**src/rtl/pixel_pkg.sv**
```systemverilog
// rtl/pixel_pkg.sv - shared constants, pixel entry type and drain FSM states for pixel_sink
package pixel_pkg;

    localparam int SCREEN_W   = 160;
    localparam int SCREEN_H   = 120;
    localparam int FIFO_DEPTH = 8;
    localparam int ADDR_W     = 15;
    localparam int PTR_W      = 3;
    localparam int CNT_W      = 4;

    typedef struct packed {
        logic [7:0] x;
        logic [6:0] y;
        logic [2:0] colour;
    } pixel_t;

    typedef enum logic [1:0] {
        S_IDLE  = 2'd0,
        S_CALC  = 2'd1,
        S_WRITE = 2'd2
    } state_t;

    // y*160 + x as two shifts and adds, widened first so nothing is truncated
    function automatic logic [ADDR_W-1:0] pixel_addr(input logic [7:0] x, input logic [6:0] y);
        logic [ADDR_W-1:0] yw;
        yw = {8'b0, y};
        return (yw << 7) + (yw << 5) + {7'b0, x};
    endfunction

endpackage

```
**src/rtl/pixel_fifo.sv**
```systemverilog
// rtl/pixel_fifo.sv - 8-entry pixel FIFO with registered full/empty from an occupancy count
module pixel_fifo
    import pixel_pkg::*;
(
    input  logic   clk,
    input  logic   reset,
    input  logic   push,
    input  logic   pop,
    input  pixel_t wr_data,
    output pixel_t rd_data,
    output logic   full,
    output logic   empty
);

    pixel_t            mem [FIFO_DEPTH];
    logic [PTR_W-1:0]  wr_ptr;
    logic [PTR_W-1:0]  rd_ptr;
    logic [CNT_W-1:0]  count;
    logic [CNT_W-1:0]  count_next;
    logic              do_push;
    logic              do_pop;

    assign do_push = push && !full;
    assign do_pop  = pop && !empty;
    assign rd_data = mem[rd_ptr];

    // Occupancy moves by at most one; push and pop together cancel out
    always_comb begin
        count_next = count;
        if (do_push && !do_pop)
            count_next = count + 1'b1;
        else if (do_pop && !do_push)
            count_next = count - 1'b1;
    end

    // Storage needs no reset: only entries between the pointers are ever read
    always_ff @(posedge clk) begin
        if (do_push)
            mem[wr_ptr] <= wr_data;
    end

    // Pointers wrap naturally at 8; flags are registered from the next occupancy
    always_ff @(posedge clk) begin
        if (reset) begin
            wr_ptr <= '0;
            rd_ptr <= '0;
            count  <= '0;
            full   <= 1'b0;
            empty  <= 1'b1;
        end else begin
            if (do_push)
                wr_ptr <= wr_ptr + 1'b1;
            if (do_pop)
                rd_ptr <= rd_ptr + 1'b1;
            count <= count_next;
            full  <= (count_next == CNT_W'(FIFO_DEPTH));
            empty <= (count_next == '0);
        end
    end

endmodule

```
**src/rtl/pixel_sink.sv**
```systemverilog
// rtl/pixel_sink.sv - buffers drawer pixels and drains them to a framebuffer; optional PIXEL_SINK_CLIP_EN drops off-screen pixels
module pixel_sink
    import pixel_pkg::*;
(
    input  logic              clk,
    input  logic              reset,
    input  logic              wr_en,
    input  logic [7:0]        x_in,
    input  logic [6:0]        y_in,
    input  logic [2:0]        colour_in,
    output logic              full,
    output logic              empty,
    output logic [ADDR_W-1:0] fb_addr,
    output logic [2:0]        fb_data,
    output logic              fb_we,
    input  logic              fb_ready,
    output logic [7:0]        drop_count
);

    state_t     state;
    pixel_t     head;
    pixel_t     hold;
    pixel_t     wr_pixel;
    logic       pop;
    logic       head_clip;
    logic       overflow_drop;
    logic       clip_drop;
    logic [8:0] drop_sum;

    assign wr_pixel = '{x: x_in, y: y_in, colour: colour_in};
    assign pop      = (state == S_IDLE) && !empty;

`ifdef PIXEL_SINK_CLIP_EN
    assign head_clip = (head.x >= 8'(SCREEN_W)) || (head.y >= 7'(SCREEN_H));
`else
    assign head_clip = 1'b0;
`endif

    assign overflow_drop = wr_en && full;
    assign clip_drop     = pop && head_clip;
    assign drop_sum      = {1'b0, drop_count} + {8'b0, overflow_drop} + {8'b0, clip_drop};

    pixel_fifo u_fifo (
        .clk     (clk),
        .reset   (reset),
        .push    (wr_en),
        .pop     (pop),
        .wr_data (wr_pixel),
        .rd_data (head),
        .full    (full),
        .empty   (empty)
    );

    // Drain FSM: pop into hold, compute address, then hold the write until accepted
    always_ff @(posedge clk) begin
        if (reset) begin
            state   <= S_IDLE;
            hold    <= '0;
            fb_addr <= '0;
            fb_data <= '0;
            fb_we   <= 1'b0;
        end else begin
            case (state)
                S_IDLE: begin
                    if (pop && !head_clip) begin
                        hold  <= head;
                        state <= S_CALC;
                    end
                end
                S_CALC: begin
                    fb_addr <= pixel_addr(hold.x, hold.y);
                    fb_data <= hold.colour;
                    fb_we   <= 1'b1;
                    state   <= S_WRITE;
                end
                S_WRITE: begin
                    if (fb_ready) begin
                        fb_we <= 1'b0;
                        state <= S_IDLE;
                    end
                end
                default: begin
                    fb_we <= 1'b0;
                    state <= S_IDLE;
                end
            endcase
        end
    end

    // Discarded-pixel counter; overflow and clip drops may coincide, so it can step by 2
    always_ff @(posedge clk) begin
        if (reset)
            drop_count <= '0;
        else if (drop_sum > 9'd255)
            drop_count <= 8'd255;
        else
            drop_count <= drop_sum[7:0];
    end

endmodule

```
**config.mk**
```make
export PLATFORM = sky130hd
export DESIGN_NAME = pixel_sink
export DESIGN_NICKNAME = d
export VERILOG_FILES = /design/src/rtl/pixel_pkg.sv /design/src/rtl/pixel_fifo.sv /design/src/rtl/pixel_sink.sv
export SDC_FILE = /design/constraint.sdc
export NUM_CORES = 1
export LEC_CHECK = 0
export CORE_ASPECT_RATIO = 1.5
export CORE_UTILIZATION = 49
export CTS_CLUSTER_SIZE = 14
export DETAILED_ROUTE_END_ITERATION = 8
export PLACE_DENSITY = 0.79
export SETUP_SLACK_MARGIN = 0.3
export SYNTH_ARGS = -nofsm -noshare
export SYNTH_HDL_FRONTEND = slang
export SYNTH_SLANG_ARGS = --single-unit
```
**constraint.sdc**
```tcl
create_clock -name clk -period 6.4 [get_ports clk]
set_input_delay 0.96 -clock clk [delete_from_list [all_inputs] [get_ports clk]]
set_output_delay 0.96 -clock clk [all_outputs]
set_load 0.02 [all_outputs]
```
==> results.toml <==
[clock_tree]
holdBufCountCts = 0
ctsResizeCount = 0
clk_root_buffer_cell = "sky130_fd_sc_hd__clkbuf_16"
cts_tree = "built"
post-cts-setup-buffer-count = 0
cts_made_buffers = 19
clock_tree.htree_level_count = 1
cts_buffer_depth = 3
clock-sinks = 203
clkSlewWorstSetupHoldPaths_ns = 0.06
clkLatencyLatePin_ns = 0.47

[die]
chipWidth_um = 107
core-area_sq_um = 16200
initial_core_util = 0.501
num_ports = 51
total_die_area_sq_um = 17100
die_y_um = 160
rows = 57

[global_routing]
initial_antenna_violation_count = 0
grt_pass1_vias = 4636
globalRoute.totalOverflow = 0
grt_pass1_wl_mm = 23.9
grt_max_degree = 45
grt_util_all_layers = 0.180

[layout]
fillers = 1172
final_layout_size_suffix_gt1_frac = 0.148
antennaDiodeCount = 0
commonest_cells_after_routing_fill_and_taps_aside = "144 x sky130_fd_sc_hd__edfxtp_1, 58 x sky130_fd_sc_hd__dfxtp_1, 50 x sky130_fd_sc_hd__clkdlybuf4s50_1"
finalNetCount = 622
finish.instance_area_sq_um = 9430
syn_to_final_growth_pct = 16.3
layout.cells.most_common = "sky130_fd_sc_hd__edfxtp_1"
fin_util = 0.583

[synthesis]
syn-num-nets = 566
synthesis.yosys.warnings = 0
synth.top_cell.area_share = 0.533
postSynthCellCount = 523
yosys.cell_types.count = 49
mappedNetlistArea_sq_um = 8110
yosysTopAreaCell = "sky130_fd_sc_hd__edfxtp_1"
synth-main-ff-cell = "sky130_fd_sc_hd__edfxtp_1"
syn_avg_cell_area_sq_um = 15.5
synthArstFlopShare = 0
ys_seq_elements = 203
synth-seq-area-share = 0.679
synth_enable_flop_cells = 144
yosys-top-cells-area = "sky130_fd_sc_hd__edfxtp_1 53%, sky130_fd_sc_hd__dfxtp_1 15%, sky130_fd_sc_hd__mux4_2 10%"

[critical_path]
crit_fanout = 9
r2r-end = "fb_addr[12]"
setup.worst_path.end = "drop_count[1]"
worstPathBufferInverterCount = 1
critPathMaxStageDelay_ns = 0.67
slowest_stage = "sky130_fd_sc_hd__clkdlybuf4s50_1"
critical_path_depth = 1
worstPathArrival_ns = 1.65
critPathRequiredTime_ns = 5.44
r2r_cells = 8
setup.worst_path.end_class = "output pin"
regToRegSetupSlack_ns = 3.90
worst_setup_path_startpoint = "drop_count[1]"
timing.critical_path.from_type = "register"
criticalPathCategory = "register to output pin"
crit_family = "buffers and inverters"
path_cells = "clkdlybuf4s50_1"
r2r_start = "hold[3]"

[detailed_routing]
drt_iter0_markers = 288
detail_route.vias_per_cell = 5.62
totalWireLength_mm = 14.6
wire_per_inst_um = 18.4
final_antenna_net_count = 0
detail_route.drc_violations = 0
vias = 4468
drt_pre_antenna_iters = 4

[power]
ir_drop_worst_case_vdd_mv = 0.209
power.switching_mw = 1.02
combinationalPowerShare = 0.259
power_leakage_nw = 3.16
pwr_density_cell_nw_per_um2 = 380
internal_power_mw = 2.57
power.clock.fraction = 0.286
sequentialPowerShare = 0.455
sw_frac_of_total = 0.283

[sta]
min_period_ns = 2.61
rsz_0062_raised_after_global_routing = "false"
period_share = 0.408
timing.slew.headroom = 0.191
setup_slack_ns = 3.79
clock_skew_ns = 0.00564
timing_max_transition_violations_final = 0
worst_tran_pin_value_ns = 1.21
setup_viol_count_final = 0
final_hold_violation_count = 0
timing.setup.tns_ns = 0
fmax_mhz = 383

[placed_design]
post_placement_cell_area_sq_um = 8870
io_buffers = 50
gp_congestion = 0.763
dp_hpwl_mm = 9.41
place_ws_ns = 3.54

[outcome]
status = "complete, no violations"

[worst_hold_path]
worstHoldPathType = "register to register"
hold_depth = 2

[run]
max_cap_viol_count = 0
[registers in the layout, indices dropped and copies added, names as in the netlist]
signal and cells:
fb_data 3, u_fifo.empty 1, u_fifo.wr_ptr 3, fb_we 1, u_fifo.mem 144, fb_addr 15, state 2, u_fifo.full 1
drop_count 8, u_fifo.count 4, u_fifo.rd_ptr 3, hold 18
[layer usage]
metal | up-vias | global-route usage | routed length (um)
met3 | 23 | 0.0225 | 525
li1 | 2114 | - | -
met2 | 106 | 0.337 | 8190
met1 | 2225 | 0.207 | 5560
met5 | - | 0 | 0
met4 | 0 | 0.0666 | 358
[metrics by stage]
step / hold WS [ns] / instances / power [mW]
2_1_floorplan: 0.429 / 523 / 2.34
3_3_place_gp: 0.440 / 764 / 2.55
3_5_place_dp: 0.446 / 764 / 2.59
4_1_cts: 0.456 / 795 / 3.63
5_1_grt: 0.475 / 795 / 3.77
6_report: 0.456 / 795 / 3.59
[kinds of logic after synthesis]
group / share of synthesized area
and+or+nand+nor: 0.0667
adders and majority gates: 0.0343
xor gates and xnor gates: 0.0119
muxes: 0.126
buffers and inverters: 0.0204
AOI/OAI and AO/OA: 0.0617
DFF: 0.679
[worst min path at each step]
| stage | start | end |
|---|---|---|
| finish | hold[0] | fb_data[0] |
| global route | hold[0] | fb_data[0] |
| CTS | hold[0] | fb_data[0] |
| detailed placement | hold[0] | fb_data[0] |
| global placement | hold[0] | fb_data[0] |
| floorplan | hold[10] | fb_addr[0] |
[final cells by class]
| class | count | area (sq um) | share of cell area |
|---|---|---|---|
| flip-flops and latches | 203 | 5510 | 0.584 |
| multi-input cells | 281 | 2470 | 0.262 |
| repair buffers | 62 | 591 | 0.0626 |
| clock buffers | 26 | 512 | 0.0543 |
| well taps | 206 | 258 | 0.0273 |
| clock inverters | 5 | 48.8 | 0.00517 |
| inverters | 12 | 45.0 | 0.00478 |
[power by group through the flow]
stage / registers [mW] / clock network, mW / logic, mW
3_3_place_gp: 1.65 / 0 / 0.903
4_1_cts: 1.63 / 1.06 / 0.940
2_1_floorplan: 1.66 / 0 / 0.673
5_1_grt: 1.65 / 1.10 / 1.03
6_report: 1.63 / 1.03 / 0.928
3_5_place_dp: 1.66 / 0 / 0.929
[tightest hold or removal path, delay by kind of cell (launching register included)]
kind            cells  cell delay (ns)
flops               1             0.31
compound gates      1             0.05
simple gates        1             0.05
[synth_stat cells (all sizes together) (2+ instances only)]
| master | count |
|---|---|
| edfxtp | 144 |
| dfxtp | 59 |
| a21oi | 42 |
| mux4 | 36 |
| nand2 | 35 |
| o21ai | 25 |
| nor2 | 23 |
| ha | 19 |
| mux2i | 19 |
| clkbuf | 17 |
| inv | 12 |
| buf | 10 |
| nand3 | 9 |
| nor3 | 9 |
| xor2 | 7 |
| nor2b | 6 |
| a211oi | 5 |
| and3 | 5 |
| nor4b | 4 |
| xnor2 | 4 |
| nand2b | 3 |
| nand4 | 3 |
| or4 | 3 |
| a311oi | 2 |
| fa | 2 |
| mux2 | 2 |
| o211a | 2 |
| or3 | 2 |
Power figures use the tool's default switching activity.
